<file path="src/rtl/bubble_sort_ctrl.sv">
// Bubble-sort sequencing controller: serially loads N words, sorts them in
// place with one compare-swap per clock on a shared comparator, then streams
// the sorted set out with valid/ready handshaking.
module bubble_sort_ctrl #(
   parameter int WIDTH   = 4,
   parameter int N       = 4,
   parameter bit DESCEND = 1'b0
) (
   input  logic             CLK,
   input  logic             RST,
   input  logic             in_valid,
   output logic             in_ready,
   input  logic [WIDTH-1:0] in_data,
   output logic             out_valid,
   input  logic             out_ready,
   output logic [WIDTH-1:0] out_data,
   output logic             out_last,
   output logic             busy,
   output logic [7:0]       swap_count
);

   localparam int            IW       = (N > 2) ? $clog2(N) : 1;
   localparam logic [IW-1:0] LAST_IDX = IW'(N - 1);
   localparam logic [IW-1:0] LAST_CMP = IW'(N - 2);

   typedef enum logic [1:0] {
      LOAD = 2'd0,
      SORT = 2'd1,
      OUT  = 2'd2
   } state_t;

   state_t           r_state;
   state_t           w_state_nxt;
   logic [WIDTH-1:0] r_mem [N];
   logic [IW-1:0]    r_wr_idx;
   logic [IW-1:0]    r_rd_idx;
   logic [IW-1:0]    r_pass;
   logic [IW-1:0]    r_cmp;
   logic             r_swapped;
   logic [7:0]       r_swap_count;

   logic [IW-1:0]    w_cmp_nxt;
   logic [WIDTH-1:0] w_lo;
   logic [WIDTH-1:0] w_hi;
   logic             w_swap;
   logic             w_pass_end;

   // Shared comparator on the adjacent pair selected by the compare index
   always_comb begin
      w_cmp_nxt  = r_cmp + IW'(1);
      w_lo       = r_mem[r_cmp];
      w_hi       = r_mem[w_cmp_nxt];
      w_swap     = DESCEND ? (w_lo < w_hi) : (w_lo > w_hi);
      w_pass_end = (r_cmp == (LAST_CMP - r_pass));
   end

   // State register
   always_ff @(posedge CLK) begin
      if (RST) r_state <= LOAD;
      else     r_state <= w_state_nxt;
   end

   // Next-state decode and registered-state output decode; reset forces outputs idle
   always_comb begin
      w_state_nxt = r_state;
      in_ready    = 1'b0;
      out_valid   = 1'b0;
      out_data    = '0;
      out_last    = 1'b0;
      busy        = 1'b0;
      case (r_state)
         LOAD: begin
            in_ready = 1'b1;
            if (in_valid && (r_wr_idx == LAST_IDX)) w_state_nxt = SORT;
         end
         SORT: begin
            busy = 1'b1;
            // The current compare's swap counts toward this pass's flag
            if (w_pass_end && (!(r_swapped || w_swap) || (r_pass == LAST_CMP)))
               w_state_nxt = OUT;
         end
         OUT: begin
            out_valid = 1'b1;
            out_data  = r_mem[r_rd_idx];
            out_last  = (r_rd_idx == LAST_IDX);
            if (out_ready && (r_rd_idx == LAST_IDX)) w_state_nxt = LOAD;
         end
         default: w_state_nxt = LOAD;
      endcase
      if (RST) begin
         in_ready  = 1'b0;
         out_valid = 1'b0;
         out_data  = '0;
         out_last  = 1'b0;
         busy      = 1'b0;
      end
   end

   // Register file: serial load writes, sort swaps both words at the same edge
   always_ff @(posedge CLK) begin
      if (!RST) begin
         if ((r_state == LOAD) && in_valid) begin
            r_mem[r_wr_idx] <= in_data;
         end else if ((r_state == SORT) && w_swap) begin
            r_mem[r_cmp]     <= w_hi;
            r_mem[w_cmp_nxt] <= w_lo;
         end
      end
   end

   // Write/read/pass/compare indices, per-pass swap flag and swap counter
   always_ff @(posedge CLK) begin
      if (RST) begin
         r_wr_idx     <= '0;
         r_rd_idx     <= '0;
         r_pass       <= '0;
         r_cmp        <= '0;
         r_swapped    <= 1'b0;
         r_swap_count <= '0;
      end else begin
         case (r_state)
            LOAD: begin
               r_pass    <= '0;
               r_cmp     <= '0;
               r_swapped <= 1'b0;
               if (in_valid) begin
                  r_wr_idx <= (r_wr_idx == LAST_IDX) ? '0 : r_wr_idx + IW'(1);
               end
            end
            SORT: begin
               if (w_swap) begin
                  r_swapped <= 1'b1;
                  if (r_swap_count != 8'hFF) r_swap_count <= r_swap_count + 8'd1;
               end
               if (w_pass_end) begin
                  r_pass    <= r_pass + IW'(1);
                  r_cmp     <= '0;
                  r_swapped <= 1'b0;
               end else begin
                  r_cmp <= w_cmp_nxt;
               end
            end
            OUT: begin
               if (out_ready) begin
                  if (r_rd_idx == LAST_IDX) begin
                     r_rd_idx     <= '0;
                     r_swap_count <= '0;
                  end else begin
                     r_rd_idx <= r_rd_idx + IW'(1);
                  end
               end
            end
            default: begin
               r_wr_idx <= '0;
               r_rd_idx <= '0;
            end
         endcase
      end
   end

   assign swap_count = r_swap_count;

endmodule

</file>
<file path="config.mk">
export PLATFORM = sky130hd
export DESIGN_NAME = bubble_sort_ctrl
export DESIGN_NICKNAME = d
export VERILOG_FILES = /design/src/rtl/bubble_sort_ctrl.sv
export SDC_FILE = /design/constraint.sdc
export NUM_CORES = 1
export LEC_CHECK = 0
export ABC_AREA = 1
export CAP_MARGIN = 20
export CORE_UTILIZATION = 35
export CTS_BUF_LIST = sky130_fd_sc_hd__clkbuf_16
export DETAILED_ROUTE_END_ITERATION = 6
export GPL_TIMING_DRIVEN = 0
export HOLD_SLACK_MARGIN = 0.05
export SLEW_MARGIN = 20
export SYNTH_ARGS = -nofsm -noshare
export SYNTH_HDL_FRONTEND = slang
export SYNTH_SLANG_ARGS = --single-unit
</file>
<file path="constraint.sdc">
create_clock -name CLK -period 8.45 [get_ports CLK]
set_input_delay 2.535 -clock CLK [delete_from_list [all_inputs] [get_ports CLK]]
set_output_delay 2.535 -clock CLK [all_outputs]
set_load 0.005 [all_outputs]
</file>
==> results.yml, run 1 <==
clock_network:
  cts_max_level: 2
  cts_made_buffers: 5
  cts.repair.resized: 0
  post_cts_buffers: 0
  clkSinkCount: 39
  clkTransAtPathRegs_ns: 0.06
  clockBufferDepth: 2
  tritoncts: "yes"
  insertion_delay_ns: 0.28
  cts_root_buf: "clkbuf_16"
  ctsHoldBuffers: 0
worst_hold_path:
  hold_end: "r_swapped"
  hold_path.class: "reg2reg"
  hp-start: "r_swapped"
  min_path_cells: 2
critical_path:
  reg2reg_to: "r_mem[0][0]"
  reg2regPathDepth: 19
  path_delay_family: "buffers and inverters"
  worstSetupPathType: "in2out"
  r2r-start: "r_cmp[0]"
  slowest_delay_ns: 0.46
  endpoint_kind: "primary output"
  r2r_slack_ns: 4.96
  worstPathRequired_ns: 5.92
  cp.buffers_inverters: 3
  startpoint_type: "input port"
  critPathMaxFanout: 10
  cp_cell_sequence: "buf_6 > clkbuf_1 > nor2_1 > clkdlybuf4s50_1"
  arrival_ns: 3.66
  slowest_stage: "clkdlybuf4s50_1"
power:
  switching_share_pct: 41.4
  ir_worst_vdd_v: 0.0000807
  p_per_area_nw_per_um2: 245
  p_comb_share_pct: 43.8
  leakage_nw: 1.31
  switchingPower_mw: 0.319
  clockPowerShare_pct: 24.8
  power_frac_seq_pct: 31.4
  intPower_mw: 0.452
timing:
  final-hold-violation-count: 0
  finClkSkew_ns: 0.00736
  maxSlewHeadroom_pct: 64.5
  rsz0062_at_grt: "no"
  setup_viol: 0
  fmaxAchievable_ghz: 0.161
  finalCriticalPeriod_ns: 6.20
  worstMarginPinSlew_ns: 0.532
  slew_violations: 0
  setup_tns_ns: 0
  timing.final.crit_share_pct: 73.4
synthesis:
  ys_ff_latch: 39
  synth_top_area_share_pct: 18.1
  synthesis.instances: 369
  synth-seq-area-share_pct: 35.5
  synthTopCellsByArea: "edfxtp_1, dfxtp_1, nand2_1, nand3_1, ha_1"
  ys.flop_type: "dfxtp_1"
  synth_area_sq_um: 2650
  syn-num-nets: 392
  synthArstFlopShare_pct: 0
  syn_area_per_cell_sq_um: 7.19
  yosysTopAreaCell: "edfxtp_1"
  yosysWarnings: 0
  synth_cell_types: 35
  synth-edff-count: 16
final_layout:
  regArea_sq_um: 941
  syn_to_final_growth_pct: 18.6
  multi_input_area_sq_um: 1430
  drive_gt1_share_pct: 8.27
  nets: 421
  layout_commonest_cell: "nand2_1"
  final_cell_mix: "nand2_1, inv_1, nand3_1"
  final_cell_area_sq_um: 3150
  fillers: 779
  diodes: 0
global_routing:
  grt_pass1_wl_mm: 10.0
  grt_antenna_before_repair: 0
  grt.overflow.total: 0
  track_usage_pct: 16.5
  grt_pass1_vias: 2084
  grt_max_degree: 15
placement:
  dpl_cell_area_sq_um: 3000
  dp_hpwl_mm: 4.86
  gp_congestion: 0.802
  portBuffers: 22
routing:
  drt_iter0_drc: 127
  dr.pass1.iters: 4
  route.detailed.drc: 0
  wl_per_cell_um: 12.4
  drt-total-wl_mm: 6.17
  routed_via_density: 4.99
  num_vias: 2483
  antenna_left: 0
floorplanning:
  die_x_um: 89.1
  num_rows: 31
  die_h_um: 89.1
  ioPinCount: 24
  initial_core_util_pct: 36.4
  die_area_sq_um: 7930
  core_area_sq_um: 7290
outcome:
  outcome: "complete, no violations"
job:
  drv_cap: 0
==> metrics by stage <==
step	setup WS, ns	hold slack, ns	util [%]	instances	power (mW)
detailed placement	2.22	0.445	41.1	490	0.581
global placement	2.23	0.436	41.1	490	0.577
finish	2.25	0.453	43.1	498	0.770
global route	2.18	0.490	43.1	498	0.836
floorplan	2.86	0.428	-	369	0.495
CTS	2.22	0.453	43.1	498	0.773
==> layer usage <==
| metal | track usage (%) | up-vias | part of all wire, % |
|---|---|---|---|
| li1 | - | 1304 | - |
| met1 | 23.5 | 1126 | 52 |
| met2 | 25.9 | 47 | 44 |
| met3 | 3.05 | 6 | 3.3 |
| met4 | 4.18 | 0 | 0.99 |
| met5 | 0 | - | 0 |
==> area by class of cell <==
cell class | instances | area share (%)
Multi-Input combinational cell | 266 | 45.3
Clock buffer | 5 | 3.98
Sequential cell | 39 | 29.9
Clock inverter | 3 | 0.756
Tap cell | 99 | 3.94
Buffer | 13 | 2.74
Timing Repair Buffer | 22 | 7.00
Inverter | 51 | 6.32
==> power groups by stage <==
stage	Sequential (mW)	Combinational, mW	Clock, mW
detailed placement	0.246	0.335	0
global placement	0.246	0.331	0
floorplan	0.240	0.255	0
finish	0.242	0.337	0.191
global route	0.245	0.390	0.202
CTS	0.242	0.338	0.193
==> worst max path at each step <==
stage	startpoint	to	slack (ns)	depth (start not counted)
after global placement	RST	in_ready	2.23	4
after CTS	RST	busy	2.22	4
after floorplan	RST	out_data[0]	2.86	4
after detailed placement	RST	busy	2.22	4
final	RST	busy	2.25	4
after global routing	RST	in_ready	2.18	4
==> synthesized netlist by cell type, drive strengths merged (2+ instances only) <==
library cell	n
a21oi	37
a32oi	3
buf	9
clkbuf	4
dfxtp	23
edfxtp	16
ha	15
inv	50
nand2	81
nand3	43
nand4	7
nor2	26
nor3	2
o211ai	4
o21ai	38
xnor2	2
==> worst min-delay path, stage by stage (launching register included) <==
cell and delay, ns:
dfxtp_1 0.29, inv_1 0.06, a21oi_1 0.06
==> logic make-up (layout without fill, tap and decap cells) <==
kind of cell | Yosys count | in the layout | share of synthesized area, %
compound gates | 87 | 87 | 18.4
xor+xnor | 3 | 3 | 0.991
fa+ha+maj | 15 | 15 | 7.08
buf+inv | 64 | 94 | 10.8
flops | 39 | 39 | 35.5
simple gates | 161 | 161 | 27.3
Power figures use the tool's default switching activity.
==> run 2, diff against run 1 <==
- clock period: 8.45 -> 6.12 ns (I/O delays scaled with it)
==> results of run 2 <==
The final DEF is identical to that of run 1. Status: complete, no violations.
Among the figures that moved: setup slack after placement 2.22 ns -> 1.29 ns; setup slack after layout 2.25 ns -> 1.32 ns; register-to-register setup slack 4.96 ns -> 2.63 ns; total power 0.770 mW -> 1.06 mW; worst IR drop on VDD 0.0000807 V -> 0.000111 V
